--- config.mk ---
export PLATFORM = sky130hd
export DESIGN_NAME = des_key_schedule_ctrl
export DESIGN_NICKNAME = d
export VERILOG_FILES = /design/src/rtl/des_key_schedule_ctrl.sv
export SDC_FILE = /design/constraint.sdc
export NUM_CORES = 1
export LEC_CHECK = 0
export ABC_AREA = 1
export BUFFER_PORTS_ARGS = -buffer_cell sky130_fd_sc_hd__buf_2
export CAP_MARGIN = 20
export CORE_MARGIN = 1
export CORE_UTILIZATION = 61
export CTS_CLUSTER_DIAMETER = 40
export DETAILED_ROUTE_END_ITERATION = 6
export PLACE_DENSITY = 0.87
export SYNTH_ARGS = -nofsm -noshare
export SYNTH_HDL_FRONTEND = slang
export SYNTH_SLANG_ARGS = --single-unit
--- constraint.sdc ---
create_clock -name clk -period 4.5 [get_ports clk]
set_input_delay 0.675 -clock clk [delete_from_list [all_inputs] [get_ports clk]]
set_output_delay 0.675 -clock clk [all_outputs]
set_load 0.005 [all_outputs]
--- src/rtl/des_key_schedule_ctrl.sv ---
// DES key schedule sequencer: PC-1 load, per-step C/D rotation and PC-2.
// Streams the 16 round subkeys over a valid/ready handshake.
//
// Ports:
//   clk, reset          clock, synchronous active-high reset
//   start, key_in       load a 64-bit key (DES bit 1 = key_in[63]) in IDLE
//   decrypt             0: K1..K16, 1: K16..K1 (sampled with start)
//   abort               drop the current schedule, back to IDLE
//   ready               1 in IDLE
//   subkey_valid/ready  subkey handshake; subkey[47] = PC-2 bit 1
//   round               emission index 0..15 of the current subkey
//   done                1-cycle pulse after the 16th subkey is taken
//   key_parity_err      sticky even-parity flag (PARITY_CHECK=1 only)
module des_key_schedule_ctrl #(
  parameter int PARITY_CHECK = 0
) (
  input  logic        clk,
  input  logic        reset,
  input  logic        start,
  input  logic [63:0] key_in,
  input  logic        decrypt,
  input  logic        abort,
  output logic        ready,
  output logic        subkey_valid,
  input  logic        subkey_ready,
  output logic [47:0] subkey,
  output logic [3:0]  round,
  output logic        done,
  output logic        key_parity_err
);

  typedef enum logic [1:0] {
    IDLE = 2'd0,
    RUN  = 2'd1,
    DONE = 2'd2
  } state_t;

  // key_in bit index feeding each PC-1 output bit (C bit 1 first)
  localparam logic [5:0] PC1_IDX [56] = '{
    6'd7,  6'd15, 6'd23, 6'd31, 6'd39, 6'd47, 6'd55,
    6'd63, 6'd6,  6'd14, 6'd22, 6'd30, 6'd38, 6'd46,
    6'd54, 6'd62, 6'd5,  6'd13, 6'd21, 6'd29, 6'd37,
    6'd45, 6'd53, 6'd61, 6'd4,  6'd12, 6'd20, 6'd28,
    6'd1,  6'd9,  6'd17, 6'd25, 6'd33, 6'd41, 6'd49,
    6'd57, 6'd2,  6'd10, 6'd18, 6'd26, 6'd34, 6'd42,
    6'd50, 6'd58, 6'd3,  6'd11, 6'd19, 6'd27, 6'd35,
    6'd43, 6'd51, 6'd59, 6'd36, 6'd44, 6'd52, 6'd60
  };

  // {C,D} bit index feeding each PC-2 output bit (bit 1 first)
  localparam logic [5:0] PC2_IDX [48] = '{
    6'd42, 6'd39, 6'd45, 6'd32, 6'd55, 6'd51,
    6'd53, 6'd28, 6'd41, 6'd50, 6'd35, 6'd46,
    6'd33, 6'd37, 6'd44, 6'd52, 6'd30, 6'd48,
    6'd40, 6'd49, 6'd29, 6'd36, 6'd43, 6'd54,
    6'd15, 6'd4,  6'd25, 6'd19, 6'd9,  6'd1,
    6'd26, 6'd16, 6'd5,  6'd11, 6'd23, 6'd8,
    6'd12, 6'd7,  6'd17, 6'd0,  6'd22, 6'd3,
    6'd10, 6'd14, 6'd6,  6'd20, 6'd27, 6'd24
  };

  function automatic logic [55:0] pc1(input logic [63:0] k);
    logic [55:0] r;
    r = '0;
    for (logic [5:0] i = 6'd0; i < 6'd56; i++)
      r[6'd55 - i] = k[PC1_IDX[i]];
    return r;
  endfunction

  function automatic logic [47:0] pc2(input logic [55:0] cd);
    logic [47:0] r;
    r = '0;
    for (logic [5:0] j = 6'd0; j < 6'd48; j++)
      r[6'd47 - j] = cd[PC2_IDX[j]];
    return r;
  endfunction

  function automatic logic [27:0] rot(
    input logic [27:0] x,
    input logic        left,
    input logic        two
  );
    logic [27:0] r;
    unique case (1'b1)
      left && two:   r = {x[25:0], x[27:26]};
      left && !two:  r = {x[26:0], x[27]};
      !left && two:  r = {x[1:0], x[27:2]};
      default:       r = {x[0], x[27:1]};
    endcase
    return r;
  endfunction

  state_t      state, state_nxt;
  logic [27:0] c_q, d_q;
  logic [3:0]  round_q, round_nx;
  logic        dec_q, perr_q;
  logic [55:0] pc1_cd;
  logic [7:0]  byte_odd;
  logic        one_step;
  logic        accept;

  assign pc1_cd   = pc1(key_in);
  assign round_nx = round_q + 4'd1;
  assign accept   = start && !abort;

  // Steps 1, 8 and 15 shift by one in both directions; the
  // encrypt load (step 0) is handled separately.
  assign one_step = (round_nx == 4'd1) || (round_nx == 4'd8) ||
                    (round_nx == 4'd15);

  genvar g;
  for (g = 0; g < 8; g++) begin : g_par
    assign byte_odd[g] = ^key_in[8*g +: 8];
  end

  always_ff @(posedge clk) begin
    if (reset) state <= IDLE;
    else       state <= state_nxt;
  end

  always_comb begin
    state_nxt = state;
    case (state)
      IDLE: if (accept) state_nxt = RUN;
      RUN: begin
        if (abort)
          state_nxt = IDLE;
        else if (subkey_ready && round_q == 4'd15)
          state_nxt = DONE;
      end
      DONE:    state_nxt = IDLE;
      default: state_nxt = IDLE;
    endcase
  end

  always_comb begin
    ready        = (state == IDLE);
    subkey_valid = (state == RUN);
    done         = (state == DONE);
  end

  always_ff @(posedge clk) begin
    if (reset) begin
      c_q     <= '0;
      d_q     <= '0;
      round_q <= '0;
      dec_q   <= 1'b0;
      perr_q  <= 1'b0;
    end else begin
      case (state)
        IDLE: if (accept) begin
          c_q     <= decrypt ? pc1_cd[55:28]
                             : rot(pc1_cd[55:28], 1'b1, 1'b0);
          d_q     <= decrypt ? pc1_cd[27:0]
                             : rot(pc1_cd[27:0], 1'b1, 1'b0);
          round_q <= '0;
          dec_q   <= decrypt;
          perr_q  <= (PARITY_CHECK != 0) && !(&byte_odd);
        end
        RUN: begin
          if (abort) begin
            round_q <= '0;
          end else if (subkey_ready && round_q != 4'd15) begin
            round_q <= round_nx;
            c_q     <= rot(c_q, !dec_q, !one_step);
            d_q     <= rot(d_q, !dec_q, !one_step);
          end
        end
        DONE:    round_q <= '0;
        default: round_q <= '0;
      endcase
    end
  end

  assign subkey         = pc2({c_q, d_q});
  assign round          = round_q;
  assign key_parity_err = perr_q;

endmodule

==> results of run 1 <==
## power breakdown
part           leakage (nW)  total (mW)  switching (mW)  internal (mW)
logic                  2.68       0.635           0.405          0.230
clock network         0.102       0.554           0.243          0.310
registers             0.520       0.677          0.0694          0.607
## metal layers
metal	GRT usage, %	up-vias	wire length, µm
li1	-	3518	-
met1	43.4	3093	7490
met2	50.8	272	7260
met3	4.81	19	1180
met4	9.89	0	175
met5	0	-	0
## area by class of cell
cell class | instances | area, µm²
clock inverters | 6 | 85.1
well taps | 133 | 166
flip-flops and latches | 63 | 1260
fillers | 1018 | 3390
clock buffers | 10 | 128
inverters | 90 | 339
multi-input cells | 802 | 3770
repair buffers | 127 | 683
## sequential cells by signal, summed over array words and instances, names as in the netlist
name / cells
dec_q: 1
round: 4
state: 2
d_q: 28
c_q: 28
## per-stage QoR
step / area, µm² / setup WS, ns
detailed placement: 6190 / 1.38
global route: 6430 / 1.02
finish: 6430 / 1.32
CTS: 6410 / 1.35
global placement: 6190 / 1.46
floorplan: 6180 / 2.77
## logic make-up (layout without fill, tap and decap cells)
kind of cell               count (synthesis)  count (layout)  share of synthesized area (%)
and+or+nand+nor                          575             575                           40.4
buffers and inverters                    228             233                           18.9
AOI/OAI and AO/OA                        223             223                           19.6
DFF                                       63              63                           20.4
adders and majority gates                  3               3                          0.607
other                                      1               1                         0.0606
## worst reg2reg max path: stages, from the launching register on
cell and delay (ns):
dfxtp_1 0.44, ha_1 0.25, nand2_2 0.10, a21oi_1 0.21
nand2_2 0.44, nand2_4 0.54, buf_4 0.63, nand3_1 0.19
nand3_1 0.13, nand2_1 0.07, a21oi_1 0.11
## layout by cell type, fill, tap and decap left out
cell type | synthesis | final
nand2_1 | 341 | 341
a21oi_1 | 120 | 120
buf_2 | 20 | 116
nand3_1 | 109 | 109
inv_1 | 87 | 85
dfxtp_1 | 63 | 62
nor2_1 | 58 | 58
o21ai_0 | 57 | 57
nand4_1 | 32 | 32
o21bai_1 | 28 | 28
nand3b_1 | 28 | 28
buf_4 | 55 | 10
clkbuf_8 | 0 | 9
o21ai_1 | 7 | 7
o211ai_1 | 6 | 6
inv_2 | 3 | 3
nand2_2 | 3 | 3
clkinv_2 | 0 | 3
a211oi_1 | 3 | 3
ha_1 | 3 | 3
bufinv_16 | 0 | 2
clkinvlp_4 | 0 | 2
nor2_4 | 0 | 1
nand2_4 | 1 | 1
nor2_2 | 2 | 1
clkinv_1 | 0 | 1
o21ai_4 | 0 | 1
a21boi_0 | 1 | 1
nor3_1 | 1 | 1
conb_1 | 1 | 1
clkbuf_1 | 35 | 1
dfxtp_2 | 0 | 1
buf_16 | 0 | 1
## worst paths after layout
path                    startpoint  cells after the start                   end  slack (ns)
max          round[1]$_SDFFE_PP0P_                     10  d_q[25]$_SDFFE_PP0P_        1.32
min           d_q[21]$_SDFFE_PP0P_                      2  d_q[21]$_SDFFE_PP0P_        0.56
max reg2reg  round[1]$_SDFFE_PP0P_                     10  d_q[25]$_SDFFE_PP0P_        1.32
min reg2reg   d_q[21]$_SDFFE_PP0P_                      2  d_q[21]$_SDFFE_PP0P_        0.56
==> metrics.csv, run 1 <==
stage;metric;value;unit
run_status;status;finished, final reports clean;
yosys;yosysWarnings;0;
timing;period_share;70.7;%
setup_path;cp_top_family;simple AND/OR/NAND/NOR gates;
yosys;yosysMostFrequentCell;nand2_1;
yosys;synth_seq_cells;63;
yosys;yosys-top-cells-area;nand2_1 21%, dfxtp_1 20%, a21oi_1 9.7%, nand3_1 8.8%, buf_4 6.7%;
yosys;syn-instance-count;1093;
timing;slew_headroom;28.2;%
die;io_pins;126;
timing;finalHoldViolations;0;
clock_network;tritoncts;done;
timing;setup_viol;0;
die;start_util;63.0;%
finish;area_delta_synth_final;4.03;%
timing;min_period;3.18;ns
worst_hold_path;worstHoldPathType;flop to flop;
global_route;grt_pass1_wl;27.2;mm
place;dpl.cell_count;1214;
setup_path;endpoint_kind;flop;
setup_path;cp_cell_sequence;ha_1 > nand2_2 > a21oi_1 > nand2_2 > nand2_4 > buf_4 > nand3_1 > nand3_1 > nand2_1 > a21oi_1;
setup_path;startpoint_type;flop;
power_and_ir_drop;power_density;290;nW/µm²
clock_network;h-tree-depth;3;
finish;instances_no_fill;1231;
finish;final_nets;1166;
timing;fin_tns_setup;0;ns
setup_path;worstPathArrival;3.46;ns
setup_path;cp.required;4.78;ns
die;design.core.area;9820;µm²
die;rows;36;
global_route;grt_pass1_vias;5885;
routing;drt-pass1-iter-count;6;
power_and_ir_drop;design_power_total;1.87;mW
routing;drt_iter0_markers;500;
finish;post-route-util;65.5;%
clock_network;worstSkewPairLatency;0.35;ns
clock_network;ctsHoldBuffers;0;
yosys;synth-seq-area-share;20.4;%
clock_network;cts_inserted_buffers;9;
timing;fmax;0.314;GHz
global_route;grt_antenna_before_repair;0;
setup_path;cp_slowest_cell;buf_4;
die;die_area;10500;µm²
clock_network;cts_setup_buffers;0;
power_and_ir_drop;total_leakage_power;3.30;nW
yosys;ys_top_cells_by_count;341 x nand2_1, 120 x a21oi_1, 109 x nand3_1;
clock_network;clk_pin_slew;0.08;ns
yosys;synth_edf_count;0;
global_route;grt_max_degree;130;
global_route;overflow;0;
die;die_h;103;µm
clock_network;cts-resized-gates;0;
global_route;track_usage;31.6;%
timing;rsz0062_at_grt;false;
yosys;netlist.top_cell.by_area;nand2_1;
finish;drive_above_1_share;14.0;%
die;die_x;103;µm
timing;drv_slew;0;
setup_path;critPathKind;flop to flop;
yosys;async_flop_share;0;%
setup_path;crit_buf_inv;1;
yosys;syn_area_per_cell;5.66;µm²
place;numPortBuffers;116;
yosys;ys.flop_type;dfxtp_1;
setup_path;slowest_delay;0.63;ns
clock_network;cts.sinks;63;
yosys;syn_nets;1166;
run;maxCapViolations;0;
place;dp_hpwl;9.29;mm
timing;worst_pin_slew;1.08;ns
place;place.gp.congestion;0.846;
yosys;yosys.area.top_type_share;20.7;%
timing;finClkSkew;0.0104;ns
routing;routedWlPerCell;13.1;µm
finish;num_antenna_cells;0;
yosys;synth_cell_types;28;
routing;vias;6902;
routing;wirelength;16.1;mm
routing;avgViaCountPerCell;5.61;
routing;ant_nets;0;
power_and_ir_drop;ir_drop;0.185;mV
yosys;syn_area;6180;µm²
timing;hold-worst-slack;0.565;ns
routing;drc;0;
clock_network;cts-root-buf;clkbuf_8;
setup_path;path_max_fanout;74;
clock_network;clock_path_buffers;2;
(Power assumes the default switching activity.)
==> run 2, diff against run 1 <==
CORE_UTILIZATION = 57   (was 61)
PLACE_DENSITY = 0.82   (was 0.87)
clock period = 3 ns   (was 4.5 ns; I/O delays follow)
==> run 2 against run 1 <==
Compared with the run above: routed wire length down 1.4%; clock power rose by 39%; total power up 47%.
==> metrics.csv, run 2 (synthesis gave the netlist of run 1 again) <==
stage;metric;value;unit;change
die;die_h;106;µm;+3.4%
setup_path;critPathKind;flop to flop;;
clock_network;cts.sinks;63;;unchanged
run_status;status;finished, final reports clean;;
setup_path;cp_top_family;buffers and inverters;;
run;maxCapViolations;0;;unchanged
setup_path;worstRegToRegCells;12;;+2
die;rows;37;;+2.8%
routing;routedWlPerCell;12.8;µm;-1.9%
routing;drt-pass1-iter-count;5;;-1
finish;layout_common_cells;341 x nand2_1, 120 x a21oi_1, 116 x buf_2;;
finish;num_antenna_cells;0;;unchanged
timing;rsz0062_at_grt;false;;
die;die_area;11300;µm²;+6.9%
clock_network;cts_inserted_buffers;9;;unchanged
setup_path;regToRegSetupSlack;0.50;ns;-0.82 ns
clock_network;h-tree-depth;3;;unchanged
routing;avgViaCountPerCell;5.51;;-1.7%
setup_path;cp.required;3.27;ns;-1.51 ns
clock_network;worstSkewPairLatency;0.34;ns;about the same
setup_path;cp_cell_sequence;ha_1 > nand2_2 > a21oi_1 > nand2_2 > nand2_4 > buf_12 > inv_2 > nand2_1 > nand2_1 > nand2_1 > nand2_1 > a21oi_1;;
global_route;grt_antenna_before_repair;0;;unchanged
setup_path;cp_slowest_cell;dfxtp_1;;
worst_hold_path;hold_depth;2;;unchanged
place;numPortBuffers;116;;unchanged
finish;fillers;1102;;+8.3%
routing;ant_nets;0;;unchanged
finish;multiInputGateArea;3770;µm²;unchanged
timing;worst_pin_slew;1.04;ns;-0.0319 ns
clock_network;clock_path_buffers;2;;unchanged
finish;fin_area;6480;µm²;+0.66%
place;place.gp.congestion;0.846;;about the same
setup_path;path_max_fanout;140;;+89%
setup_path;startpoint_type;flop;;
power_and_ir_drop;total_leakage_power;3.32;nW;+0.70%
die;io_pins;126;;unchanged
global_route;grt_pass1_wl;27.0;mm;-0.71%
finish;final_common_cell;nand2_1;;
die;die_x;106;µm;+3.4%
setup_path;worstPathArrival;2.78;ns;-0.68 ns
setup_path;crit_buf_inv;2;;+1
timing;slew_headroom;30.3;%;+2.1 points
timing;min_period;2.50;ns;-0.677 ns
timing;fin_tns_setup;0;ns;unchanged
die;start_util;59.4;%;-3.6 points
clock_network;cts-resized-gates;0;;unchanged
setup_path;endpoint_kind;flop;;
global_route;overflow;0;;unchanged
finish;drive_above_1_share;14.3;%;+0.23 points
finish;area_delta_synth_final;4.71;%;
timing;drv_slew;0;;unchanged
place;dp_hpwl;9.70;mm;+4.4%
timing;period_share;83.5;%;+13 points
setup_path;slowest_delay;0.45;ns;-0.18 ns
finish;seqCellArea;1260;µm²;unchanged
clock_network;clk_pin_slew;0.08;ns;about the same
clock_network;cts_setup_buffers;0;;unchanged
timing;finalHoldViolations;0;;unchanged
worst_hold_path;worstHoldPathType;input port to flop;;
power_and_ir_drop;ir_drop;0.296;mV;+60%
place;place_area;6280;µm²;+1.4%
setup_path;critPathMostFrequentCell;nand2_1;;
timing;setup_viol;0;;unchanged
routing;drc;0;;unchanged
routing;wirelength;15.9;mm;-1.4%
global_route;grt_pass1_vias;5692;;-3.3%
clock_network;cts-root-buf;clkbuf_8;;
setup_path;cp.depth;12;;+2
die;design.core.area;10400;µm²;+6.1%
clock_network;ctsHoldBuffers;0;;unchanged
global_route;track_usage;28.6;%;-3.0 points
timing;fmax;0.399;GHz;+27%
timing;finClkSkew;0.0109;ns;+0.000514 ns
clock_network;tritoncts;done;;
power_and_ir_drop;power_density;424;nW/µm²;+46%
routing;vias;6821;;-1.2%
finish;final_nets;1169;;+0.26%
global_route;grt_max_degree;141;;+8.5%
routing;drt_iter0_markers;637;;+27%
run 2: per-stage QoR:
stage	setup WS [ns]	hold slack [ns]	total power [mW]	util (%)	instances
after global placement	0.630	0.549	1.96	60.3	1221
after floorplan	1.27	0.507	1.84	-	1093
after CTS	0.528	0.354	2.74	62.2	1237
after global routing	0.176	0.371	2.94	62.2	1237
after detailed placement	0.562	0.545	1.98	60.3	1221
final	0.495	0.370	2.74	62.2	1237
run 2: per-layer routing:
| layer | up-vias | global-route usage (%) | wire length, µm |
|---|---|---|---|
| met5 | - | 0 | 0 |
| li1 | 3514 | - | - |
| met1 | 3073 | 41.8 | 7700 |
| met2 | 224 | 44.7 | 7010 |
| met3 | 10 | 3.37 | 1040 |
| met4 | 0 | 6.25 | 112 |
run 2: final cells by class:
cell class	count	area share (%)
multi-input cells	802	58.2
flip-flops and latches	63	19.5
repair buffers	130	11.4
inverters	90	5.24
well taps	136	2.63
clock buffers	11	2.18
clock inverters	5	0.889
run 2: worst paths after layout:
kind	end	start
worst max-delay path	c_q[16]$_SDFFE_PP0P_	round[1]$_SDFFE_PP0P_
worst min-delay path	round[2]$_SDFFE_PP0P_	reset
worst max register to register	c_q[16]$_SDFFE_PP0P_	round[1]$_SDFFE_PP0P_
worst min register to register	state[1]$_SDFFE_PP0P_	round[3]$_SDFFE_PP0P_
run 2: power breakdown:
group	internal (mW)	switching (mW)
Combinational	0.355	0.600
Clock	0.407	0.363
Sequential	0.911	0.107
run 2: worst register-to-register path, delay by kind of cell (launching register included):
| kind | cells | cell delay [ns] |
|---|---|---|
| simple gates | 7 | 0.59 |
| compound gates | 2 | 0.33 |
| flops | 1 | 0.45 |
| buf+inv | 2 | 0.82 |
| fa+ha+maj | 1 | 0.24 |
